[src/rtl/tdm_rx.sv]
// TDM receive deserializer: hunts for frame sync, shifts the single-wire
// bitstream MSB first into WIDTH-bit slot words, tags each word with its slot
// index and flags early, late or missing frame syncs.
module tdm_rx #(
  parameter int unsigned WIDTH  = 32,
  parameter int unsigned SLOTS  = 8,
  parameter int unsigned SLOT_W = 3
) (
  input  logic              iclk,
  input  logic              irst,
  input  logic              ibit_en,
  input  logic              idata,
  input  logic              ifsync,
  output logic [WIDTH-1:0]  odata,
  output logic              odata_en,
  output logic [SLOT_W-1:0] oslot,
  output logic              olock,
  output logic              oerr
);

  localparam int unsigned       CntW     = $clog2(WIDTH);
  localparam logic [CntW-1:0]   LastBit  = CntW'(WIDTH - 1);
  localparam logic [SLOT_W-1:0] LastSlot = SLOT_W'(SLOTS - 1);

  typedef enum logic {StHunt, StRecv} state_e;

  state_e            state_q;
  logic [CntW-1:0]   bit_cnt_q;
  logic [SLOT_W-1:0] slot_cnt_q;
  // Only WIDTH-1 bits are held; the LSB is taken straight from idata when the
  // word completes. A newly started word's first bit sits at bit 0 here and
  // reaches the MSB of odata after the remaining WIDTH-1 shifts.
  logic [WIDTH-2:0]  shift_q;

  logic frame_start;
  assign frame_start = (bit_cnt_q == '0) && (slot_cnt_q == '0);

  // Lock indication is a direct copy of the registered FSM state.
  assign olock = (state_q == StRecv);

  // Alignment FSM, bit/slot counters, shifter and registered output pulses.
  always_ff @(posedge iclk) begin
    if (irst) begin
      state_q    <= StHunt;
      bit_cnt_q  <= '0;
      slot_cnt_q <= '0;
      shift_q    <= '0;
      odata      <= '0;
      odata_en   <= 1'b0;
      oslot      <= '0;
      oerr       <= 1'b0;
    end else begin
      odata_en <= 1'b0;
      oerr     <= 1'b0;
      if (ibit_en) begin
        case (state_q)
          StHunt: begin
            if (ifsync) begin
              shift_q    <= {{(WIDTH-2){1'b0}}, idata};
              bit_cnt_q  <= CntW'(1);
              slot_cnt_q <= '0;
              state_q    <= StRecv;
            end
          end
          StRecv: begin
            if (ifsync && !frame_start) begin
              // Early/late sync: drop the partial word and realign on this bit.
              oerr       <= 1'b1;
              shift_q    <= {{(WIDTH-2){1'b0}}, idata};
              bit_cnt_q  <= CntW'(1);
              slot_cnt_q <= '0;
            end else if (!ifsync && frame_start) begin
              // Missing sync: this bit is discarded and alignment is lost.
              oerr       <= 1'b1;
              bit_cnt_q  <= '0;
              slot_cnt_q <= '0;
              state_q    <= StHunt;
            end else if (bit_cnt_q == LastBit) begin
              odata      <= {shift_q, idata};
              oslot      <= slot_cnt_q;
              odata_en   <= 1'b1;
              bit_cnt_q  <= '0;
              slot_cnt_q <= (slot_cnt_q == LastSlot) ? '0 : slot_cnt_q + SLOT_W'(1);
            end else begin
              shift_q   <= {shift_q[WIDTH-3:0], idata};
              bit_cnt_q <= bit_cnt_q + CntW'(1);
            end
          end
          default: state_q <= StHunt;
        endcase
      end
    end
  end

endmodule

[config.mk]
export PLATFORM = sky130hd
export DESIGN_NAME = tdm_rx
export DESIGN_NICKNAME = d
export VERILOG_FILES = /design/src/rtl/tdm_rx.sv
export SDC_FILE = /design/constraint.sdc
export NUM_CORES = 1
export LEC_CHECK = 0
export BUFFER_PORTS_ARGS = -buffer_cell sky130_fd_sc_hd__buf_2
export CAP_MARGIN = 20
export CORE_ASPECT_RATIO = 0.5
export CORE_MARGIN = 2
export CORE_UTILIZATION = 55
export CTS_CLUSTER_DIAMETER = 30
export DETAILED_ROUTE_END_ITERATION = 6
export PLACE_DENSITY = 0.82
export SLEW_MARGIN = 20
export SYNTH_ARGS = -nofsm -noshare
export SYNTH_HDL_FRONTEND = slang
export SYNTH_SLANG_ARGS = --single-unit
[constraint.sdc]
create_clock -name iclk -period 2.3 [get_ports iclk]
set_clock_uncertainty 0.15 [all_clocks]
set_input_delay 0.115 -clock iclk [delete_from_list [all_inputs] [get_ports iclk]]
set_output_delay 0.115 -clock iclk [all_outputs]
set_load 0.05 [all_outputs]
== After elaboration in Yosys (flattened, before gate mapping) ==
Index checks and enable logic that the tools add are counted.
Storage, ports and cells
  register bits: 77
  input bits: 5
  output and inout bits: 38
  word-level logic and storage cells: 56
Operators by class
  add/subtract/negate cells: 2
  equal/unequal tests: 6
  multiplexer cells: 23
  bitwise operators: 4
  reductions and logical operators: 13
Operators by type and width (number)
  two-way mux 31 bit: 4
  one-hot mux 31 bit (2 select lines): 1
  two-way mux 5 bit: 4
  two-way mux 3 bit: 5
  one-hot mux 5 bit (2 select lines): 1
  two-way mux 1 bit: 6
  != test 3 bit (second input constant): 2
  one-hot mux 3 bit (2 select lines): 1
  adder 5 x 1 -> 5 bit (second input constant): 1
  == test 5 bit (second input constant): 1
  logical NOT 5 bit: 1
  AND reduction 5 bit: 1
  OR reduction 5 bit: 1
  != test 4 x 1 -> 1 bit (second input constant): 1
  NOT 1 bit: 4
  AND reduction 4 bit: 1
  adder 3 x 1 -> 3 bit (second input constant): 1
  == test 3 bit (second input constant): 1
  logical AND 1 bit: 3
  logical NOT 3 bit: 1
  AND reduction 3 bit: 1
  OR reduction 3 bit: 1
  logical NOT 1 bit: 2
  != test 2 bit (second input constant): 1
  2 further kinds: 2

== Depth between registers and ports, before layout ==
Gate-level depths: netlist (run 1).
  word-level depth: 6
  mapped depth: 10
  depth with buffers taken out: 9

== Worst setup path after synthesis (run 1) ==
Ideal clock, no wire load.
  kind: reg-to-reg
  start: register bit_cnt_q[2]
  end: register shift_q[19]
  library setup time: 65 ps
  arrival: 1787 ps
  data required time: 2085 ps
  slack: 298 ps
  cell stages (with the launch flop): 10
  buffers on the path: 1
  period minus slack after synthesis: 2002 ps
  cell sequence: dfxtp_1 -> nor4_1 -> and3_1 -> inv_1 -> ha_1 -> nand2b_2 -> o21ai_2 -> buf_2 -> a22oi_1 -> nor2_1
On the way
  word-level cells in the longest chain between the ends: 6
  elaborated cells between the ends (all ways): 11
  those cells by class: 3 x eq/ne; 2 x mux; 6 x reduce/logical
RTL lines
  from (decl): line 28  | logic [CntW-1:0] bit_cnt_q;
  from (signal assigned): line 60  | bit_cnt_q <= CntW'(1);
  from (signal assigned): line 70  | bit_cnt_q <= CntW'(1);
  from (signal assigned): line 86  | bit_cnt_q <= bit_cnt_q + CntW'(1);
  logical NOT 5 bit: line 36  | assign frame_start = (bit_cnt_q == '0) && (slot_cnt_q == '0);
  logical AND 1 bit: line 36
  logical NOT 1 bit: line 66  | if (ifsync && !frame_start) begin
  logical AND 1 bit: line 66
  != test 3 bit (no line) or two-way mux 31 bit (tied branches)
  AND reduction 4 bit (no line) or one-hot mux 31 bit (2 select lines) (tied branches)
  to (signal assigned): line 59  | shift_q <= {{(WIDTH-2){1'b0}}, idata};
  to (signal assigned): line 69  | shift_q <= {{(WIDTH-2){1'b0}}, idata};
  to (signal assigned): line 85  | shift_q <= {shift_q[WIDTH-3:0], idata};
  to (decl): line 33  | logic [WIDTH-2:0] shift_q;
Parallel ways exist; a longest one is shown, timed or not.
A chain may end at the register's enable or synchronous reset.

== Worst setup path in the final report (run 1) ==
  start: register bit_cnt_q[4]
  end: register shift_q[25]
The elaborated chain is that of the path after synthesis.

==> flow_summary.ini, run 1 <==
[outcome]
outcome = complete, no violations

[detailed_routing]
first_pass_iters = 5
drc = 0
routedWlPerCell_um = 15.9
antenna_left = 0
via_per_inst = 5.64
drt_iter0_drc = 197
vias = 2531
finalWirelength_um = 7140

[grt]
antenna_found_initial = 0
grt_pass1_vias = 2295
grt_pass1_wl_um = 10700
grt_usage = 0.231
grt_max_degree = 37
grt_overflow_total = 0

[die]
core_area_um2 = 5000
rows = 18
initial_utilization = 0.582
dieWidth_um = 107
pin_count = 43
die_area_um2 = 5920
die_h_um = 55.4

[power]
p_comb_frac = 0.053
p_total_uw = 2820
seq_power_share = 0.477
p_sw_frac = 0.211
p_leak_uw = 0.00143
intPower_uw = 2230
ir_drop_mv = 0.387
power_frac_clock = 0.470
switchingPower_uw = 594
power_density_nw_per_um2 = 779

[clock_tree]
cts_tree = built
clock-sinks = 77
clk_latency_ps = 340
htreeDepth = 3
cts_root_buffer = clkbuf_8
cts_buffers = 9
cts.path.max_buffers = 2
clk_pin_slew_ps = 80

[place]
routabilityCongestion = 0.768
dpl_cell_area_um2 = 3160
io_buffers = 42
dp_hpwl_um = 3840
place_worst_setup_slack_ps = 0.314

[timing]
fmax_mhz = 442
layout_setup_ws_ps = 35.2
max-slew-margin-rel = 0.563
finalHoldViolations = 0
slew_violations = 0
post-route-min-period_ps = 2260
tightestPinTransition_ps = 655
setup_violations = 0
rsz0062_at_grt = yes
min_period_over_period = 0.985

[cells_and_area]
drive_gt1_frac = 0.227
area_delta_synth_final_pct = 24.5
final_util = 0.724
nNetsFinal = 388
diodes = 0
final_cell_area_um2 = 3620

[critical_path]
path_max_fanout = 15
crit_chain = nor4_1 -> and3_1 -> inv_2 -> ha_4 -> nand2b_4 -> o21ai_4 -> bufbuf_16 -> a22oi_1 -> nor2_1
slowest_delay_ps = 340
start_kind = flop
cp.required_ps = 2430
crit_arrival_ps = 2390
worstPathBufferInverterCount = 2
cpLargestDelayFamily = simple AND/OR/NAND/NOR gates
critical_path_class = flop to flop
end_kind = flop
crit_slowest_cell = dfxtp_1

[hold_path]
hold_class = primary input to flop

[logic_synthesis]
synth_enable_flop_cells = 0
syn_nets = 341
synth.distinct_cells = 32
async_reset_ff_frac = 0
avgSynthCellArea_um2 = 8.90
syn_inst = 327
synth-seq-area-share = 0.530
synth_area_um2 = 2910
synth-main-ff-cell = dfxtp_1
synth_seq_cells = 77
yosysWarnings = 0

[job]
cap_violations = 0
registers in the layout, indices dropped and copies added (netlist names):
name and flops:
odata_en 1, olock 1, shift_q 31, oslot 3, bit_cnt_q 5, slot_cnt_q 3, odata 32, oerr 1
layout by cell type (no fill, tap or decap), types with 3 or more instances in the layout:
cell,instances
clkbuf_8,9
dlygate4sd3_1,3
nor3_1,4
inv_1,6
buf_4,7
ha_1,7
nand2_1,74
buf_2,42
nor2_1,36
dfxtp_2,3
dfxtp_1,74
nand4_1,3
a22oi_1,31
buf_12,4
a21oi_1,38
bufinv_16,4
Yosys cell counts, types with 2 or more instances:
cell      number  area [um2]
nand4_1        3        18.8
clkbuf_1       7        26.3
dfxtp_1       77        1540
a21oi_1       39         195
nor2_1        37         139
mux2i_1        2        20.0
o21ai_2        2        17.5
ha_1           9         113
nand2_1       74         278
buf_2          9        45.0
nor4_1         2        12.5
buf_6          4        45.0
and3_1         2        12.5
a22oi_1       31         233
nor3_1         4        20.0
buf_4          2        15.0
inv_1          7        26.3
xor2_1         2        17.5
path summary, 6_finish.rpt:
check | to | from | depth (start not counted) | slack (ps)
worst max-delay path | shift_q[25] | bit_cnt_q[4] | 9 | 40
worst min-delay path | oerr | ifsync | 3 | 50
worst max register to register | shift_q[25] | bit_cnt_q[4] | 9 | 40
worst min register to register | odata[11] | odata[11] | 2 | 300
worst min-delay path, cell delays in order:
cell	delay, ps
buf_2	170
ha_4	170
nor3_1	50
kinds of logic after synthesis:
group,Yosys count,synth area share
simple gates,130,0.192
compound gates,77,0.171
flops,77,0.530
buf+inv,30,0.0555
fa+ha+maj,9,0.0387
xor+xnor,2,0.00602
mux,2,0.00688
layer usage:
metal | part of all wire | wire (um) | track usage | up-vias
met4 | 0.024 | 170 | 0.0983 | 0
met5 | 0 | 0 | 0 | -
met1 | 0.40 | 2870 | 0.284 | 1208
met3 | 0.078 | 554 | 0.0791 | 19
met2 | 0.50 | 3540 | 0.373 | 103
li1 | - | - | - | 1201
timing repair:
item | in CTS | in global routing
resized for setup | 2 | 10
setup buffers | 0 | 4
endpoints found under the setup margin | 1 | 34
hold buffers | 3 | 0
pin swaps | 1 | 5
gates cloned | 1 | 2
endpoints found under the hold margin | 6 | 0
area by class of cell:
cell class	instances	area (um2)
Sequential cell	77	1550
Fill cell	339	1380
Multi-Input combinational cell	220	1240
Timing Repair Buffer	59	455
Clock inverter	6	134
Clock buffer	10	128
Tap cell	70	87.6
Inverter	7	26.3
through the flow:
stage	TNS (ps)	hold WS [ps]	instances
2_1_floorplan	0	101	327
3_3_place_gp	0	223	423
3_5_place_dp	0	237	423
4_1_cts	0	42.5	443
5_1_grt	-269	48.8	449
6_report	0	53.2	449
power by group through the flow:
stage | clock [uW] | combinational [uW] | sequential [uW]
after floorplan | 0 | 90.6 | 1380
after global placement | 0 | 110 | 1380
after detailed placement | 0 | 113 | 1380
after CTS | 1340 | 134 | 1340
after global routing | 1400 | 160 | 1350
final | 1330 | 150 | 1350
Power figures use the tool's default switching activity.
==> inputs of run 2 (changes only) <==
--- a/config.mk
+++ b/config.mk
@@ -7,12 +7,13 @@
 export LEC_CHECK = 0
 export BUFFER_PORTS_ARGS = -buffer_cell sky130_fd_sc_hd__buf_2
 export CAP_MARGIN = 20
-export CORE_ASPECT_RATIO = 0.5
+export CORE_ASPECT_RATIO = 1.25
 export CORE_MARGIN = 2
 export CORE_UTILIZATION = 55
 export CTS_CLUSTER_DIAMETER = 30
 export DETAILED_ROUTE_END_ITERATION = 6
 export PLACE_DENSITY = 0.82
+export REMOVE_ABC_BUFFERS = 1
 export SLEW_MARGIN = 20
 export SYNTH_ARGS = -nofsm -noshare
 export SYNTH_HDL_FRONTEND = slang
==> flow_summary.ini, run 2 (same netlist as run 1, synthesis figures left out) <==
[outcome]
outcome = complete, no violations

[die]
die_area_um2 = 5890
initial_utilization = 0.573
core_area_um2 = 5080
die_h_um = 85.3
pin_count = 43
dieWidth_um = 69.1
rows = 29

[place]
place_worst_setup_slack_ps = 42.7
io_buffers = 42
routabilityCongestion = 0.820
dp_hpwl_um = 3430
place_inst = 417

[timing]
slew_violations = 0
hold_ws_ps = 68.8
post-route-min-period_ps = 2210
layout_setup_ws_ps = 93.2
min_period_over_period = 0.959
fmax_mhz = 453
finalHoldViolations = 0
max-slew-margin-rel = 0.756
setup_violations = 0
tightestPinTransition_ps = 366

[hold_path]
hold-path-cell-count = 3
min_to = oerr
worstHoldStart = ifsync
hold_class = primary input to flop

[critical_path]
end_kind = flop
start_kind = flop
r2r_start = bit_cnt_q[2]
r2r_cells = 7
cpLargestDelayFamily = simple AND/OR/NAND/NOR gates
crit_chain = nor4_1 -> and3_1 -> ha_1 -> nor2_1 -> a31oi_4 -> a2bb2oi_1 -> nor2_1
r2r_setup_slack_ps = 90
slowest_delay_ps = 340
cp_num_cells = 7
crit_arrival_ps = 2290
critical_path_class = flop to flop
crit_slowest_cell = dfxtp_1
path_max_fanout = 6
cp_common_cell = nor2_1
worstPathBufferInverterCount = 0
cp.required_ps = 2380
timing.rr.end = slot_cnt_q[1]

[cells_and_area]
nNetsFinal = 384
top_register = odata
final_cell_mix = dfxtp_1, nand2_1, buf_2
layout_commonest_cell = dfxtp_1
largest_register_ffs = 32
fillers = 418
area_delta_synth_final_pct = 19.2
fin_cells = 437
drive_gt1_frac = 0.205
diodes = 0
reg_top3 = odata x32, shift_q x31, bit_cnt_q x5
final_util = 0.683

[clock_tree]
cts_buffers = 9
cts_root_buffer = clkbuf_8
cts_setup_buffers = 0
cts_tree = built
clk_pin_slew_ps = 80
htreeDepth = 3
clock-sinks = 77
clk_latency_ps = 340
cts.path.max_buffers = 2

[power]
power_density_nw_per_um2 = 748
p_leak_uw = 0.00137
ir_drop_mv = 0.514
p_total_uw = 2590

[detailed_routing]
first_pass_iters = 4
vias = 2313
antenna_left = 0
via_per_inst = 5.29
finalWirelength_um = 5630
drc = 0
routedWlPerCell_um = 12.9
drt_iter0_drc = 164

[grt]
grt_usage = 0.199
grt_pass1_vias = 2161
antenna_found_initial = 0
grt_overflow_total = 0
grt_max_degree = 78
grt_pass1_wl_um = 9440

[job]
cap_violations = 0
## run 2: changes by cell type in the layout (fill, tap and decap cells not counted), moves of 2 or more
| cell | previous run | this run |
|---|---|---|
| buf_4 | 7 | 2 |
| buf_6 | 0 | 2 |
| buf_8 | 0 | 2 |
| bufinv_16 | 4 | 2 |
| clkbuf_16 | 2 | 0 |
| dfxtp_1 | 74 | 76 |
| dfxtp_2 | 3 | 1 |
| ha_1 | 7 | 9 |
## run 2: report_power, final
group	internal (uW)	total, uW	switching [uW]
Clock	616	1120	499
Sequential	1340	1340	3.94
Combinational	47.2	138	91.0
## run 2: timing repair
action                                  CTS  global route
hold buffers                              3             0
gates resized for setup                   0            12
hold endpoints to repair                  6             0
endpoints found under the setup margin    0            30
## run 2: worst max-delay path by stage
stage,from,end
after CTS,bit_cnt_q[2],shift_q[28]
after global placement,bit_cnt_q[2],shift_q[9]
after global routing,slot_cnt_q[0],shift_q[28]
final,bit_cnt_q[2],slot_cnt_q[1]
after floorplan,bit_cnt_q[2],shift_q[0]
after detailed placement,bit_cnt_q[2],shift_q[28]
## run 2: worst reg2reg max path: cells and delay by family (launching register included)
family | cells | cell delay (ps)
and+or+nand+nor | 4 | 750
AOI/OAI and AO/OA | 2 | 510
DFF | 1 | 340
adders and majority gates | 1 | 340
## run 2: routing by layer
metal	GRT usage	part of all wire
met5	0	0
met4	0.0998	0.015
met3	0.0487	0.042
met2	0.334	0.50
met1	0.237	0.44
## run 2: area by class of cell
class                   instances  area, um2  share of cell area
clock inverters                 7       96.3              0.0278
repair buffers                 55        375               0.108
inverters                       7       26.3             0.00758
clock buffers                   9        124              0.0357
flip-flops and latches         77       1540               0.445
well taps                      62       77.6              0.0224
multi-input cells             220       1230               0.354
## run 2: metrics by stage
| stage | cell area (um2) | TNS (ps) |
|---|---|---|
| after floorplan | 2770 | -10360 |
| after global placement | 3170 | 0 |
| after detailed placement | 3170 | 0 |
| after CTS | 3420 | 0 |
| after global routing | 3470 | -1.64 |
| final | 3470 | 0 |
==> inputs of run 3 (changes only) <==
--- a/config.mk
+++ b/config.mk
@@ -7,12 +7,13 @@
 export LEC_CHECK = 0
 export BUFFER_PORTS_ARGS = -buffer_cell sky130_fd_sc_hd__buf_2
 export CAP_MARGIN = 20
-export CORE_ASPECT_RATIO = 1.25
+export CORE_ASPECT_RATIO = 0.9
 export CORE_MARGIN = 2
 export CORE_UTILIZATION = 55
 export CTS_CLUSTER_DIAMETER = 30
 export DETAILED_ROUTE_END_ITERATION = 6
 export PLACE_DENSITY = 0.82
+export RECOVER_POWER = 25
 export REMOVE_ABC_BUFFERS = 1
 export SLEW_MARGIN = 20
 export SYNTH_ARGS = -nofsm -noshare
==> flow_summary.ini, run 3 (same netlist as run 1, synthesis figures left out) <==
[outcome]
outcome = complete, no violations

[timing]
min_period_over_period = 0.971
tightestPinTransition_ps = 612
setup_violations = 0
max-slew-margin-rel = 0.594
setup-tns-final_ps = 0
slew_violations = 0
finalHoldViolations = 0
fmax_mhz = 448
post-route-min-period_ps = 2230

[hold_path]
hold_class = primary input to flop

[critical_path]
cp.required_ps = 2380
critical_path_class = flop to flop
start_kind = flop
path_max_fanout = 6
end_kind = flop
crit_arrival_ps = 2310

[clock_tree]
cts_root_buffer = clkbuf_8
clock-sinks = 77
clk_latency_ps = 340
clk_pin_slew_ps = 70
cts_buffers = 9
htreeDepth = 3
cts.path.max_buffers = 2
cts_tree = built

[place]
io_buffers = 42
routabilityCongestion = 0.775
place_inst = 425
dp_hpwl_um = 3880

[cells_and_area]
area_delta_synth_final_pct = 19.3
top_register = odata
diodes = 0
reg_top3 = odata x32, shift_q x31, bit_cnt_q x5
final_cell_mix = dfxtp_1, nand2_1, a21oi_1
layout_commonest_cell = dfxtp_1
drive_gt1_frac = 0.147
nNetsFinal = 390
fin_cells = 448
largest_register_ffs = 32

[grt]
grt_max_degree = 34
antenna_found_initial = 0
grt_usage = 0.208
grt_pass1_vias = 2096
grt_overflow_total = 0
grt_pass1_wl_um = 9430

[die]
rows = 25
die_h_um = 73.0
dieWidth_um = 80.7
initial_utilization = 0.560
core_area_um2 = 5190
pin_count = 43
die_area_um2 = 5890

[detailed_routing]
met2_length_um = 2990
finalWirelength_um = 6260
routedWlPerCell_um = 14.0
via_per_inst = 5.38
first_pass_iters = 4
top_layer_used = met4
drt_iter0_drc = 125
met1_length_um = 2820
drc = 0
antenna_left = 0
dr_wl_met3_um = 362
vias = 2409

[power]
p_leak_uw = 0.00127
power_density_nw_per_um2 = 733
ir_drop_mv = 0.596
p_total_uw = 2550

[job]
cap_violations = 0
==> run 3: cell count changes in the layout (fill, tap and decap cells not counted), sizes merged <==
cell	change
buf	-22
bufinv	-1
clkinv	-2
clkinvlp	+1
clkbuf	+32
inv	-2
==> run 3: per-layer routing <==
metal  vias to the layer above  track usage
met4                         0       0.0829
met3                        11       0.0656
li1                       1204            -
met1                      1122        0.274
met2                        72        0.319
met5                         -            0
==> run 3: power by group <==
group / total [uW] / internal, uW / switching, uW
clock network: 1050 / 589 / 458
logic: 153 / 59.1 / 93.4
registers: 1350 / 1340 / 8.86
total: 2550 / 1990 / 560
==> run 3: final timing paths <==
check             depth (start not counted)           to  slack, ps    startpoint
hold / removal                            3         oerr         80        ifsync
hold reg to reg                           2    odata[10]        300     odata[10]
setup / recovery                         11  shift_q[23]         70  bit_cnt_q[0]
setup reg to reg                         11  shift_q[23]         70  bit_cnt_q[0]
==> run 3: per-stage QoR <==
step | area, um2 | hold WS, ps | setup slack (ps) | utilization
after floorplan | 2770 | 34.1 | -227 | -
after global placement | 3160 | 235 | 150 | 0.608
after detailed placement | 3160 | 241 | 8.33 | 0.608
after CTS | 3400 | 46.7 | 37.2 | 0.655
after global routing | 3470 | 74.5 | -36.9 | 0.668
final | 3470 | 82.4 | 66.9 | 0.668
==> run 3: repair_timing <==
action	CTS	global route
cloned	0	2
endpoints found under the hold margin	5	0
setup buffers	0	2
pin swaps	0	2
hold buffers	3	0
resized for setup	1	10
endpoints found under the setup margin	4	30
==> run 3: layout make-up <==
cell class	instances	area, um2
multi-input cells	220	1230
clock inverters	3	42.5
flip-flops and latches	77	1540
well taps	67	83.8
inverters	7	26.3
fillers	443	1720
repair buffers	61	375
clock buffers	13	169
==> run 3: critical path, stage by stage, from the launching register on <==
cell	delay [ps]
dfxtp_1	380
inv_1	70
ha_1	200
and3_1	220
inv_1	70
ha_2	220
nand2b_4	170
o21ai_4	70
buf_12	150
clkbuf_16	150
a22oi_1	180
nor2_1	80
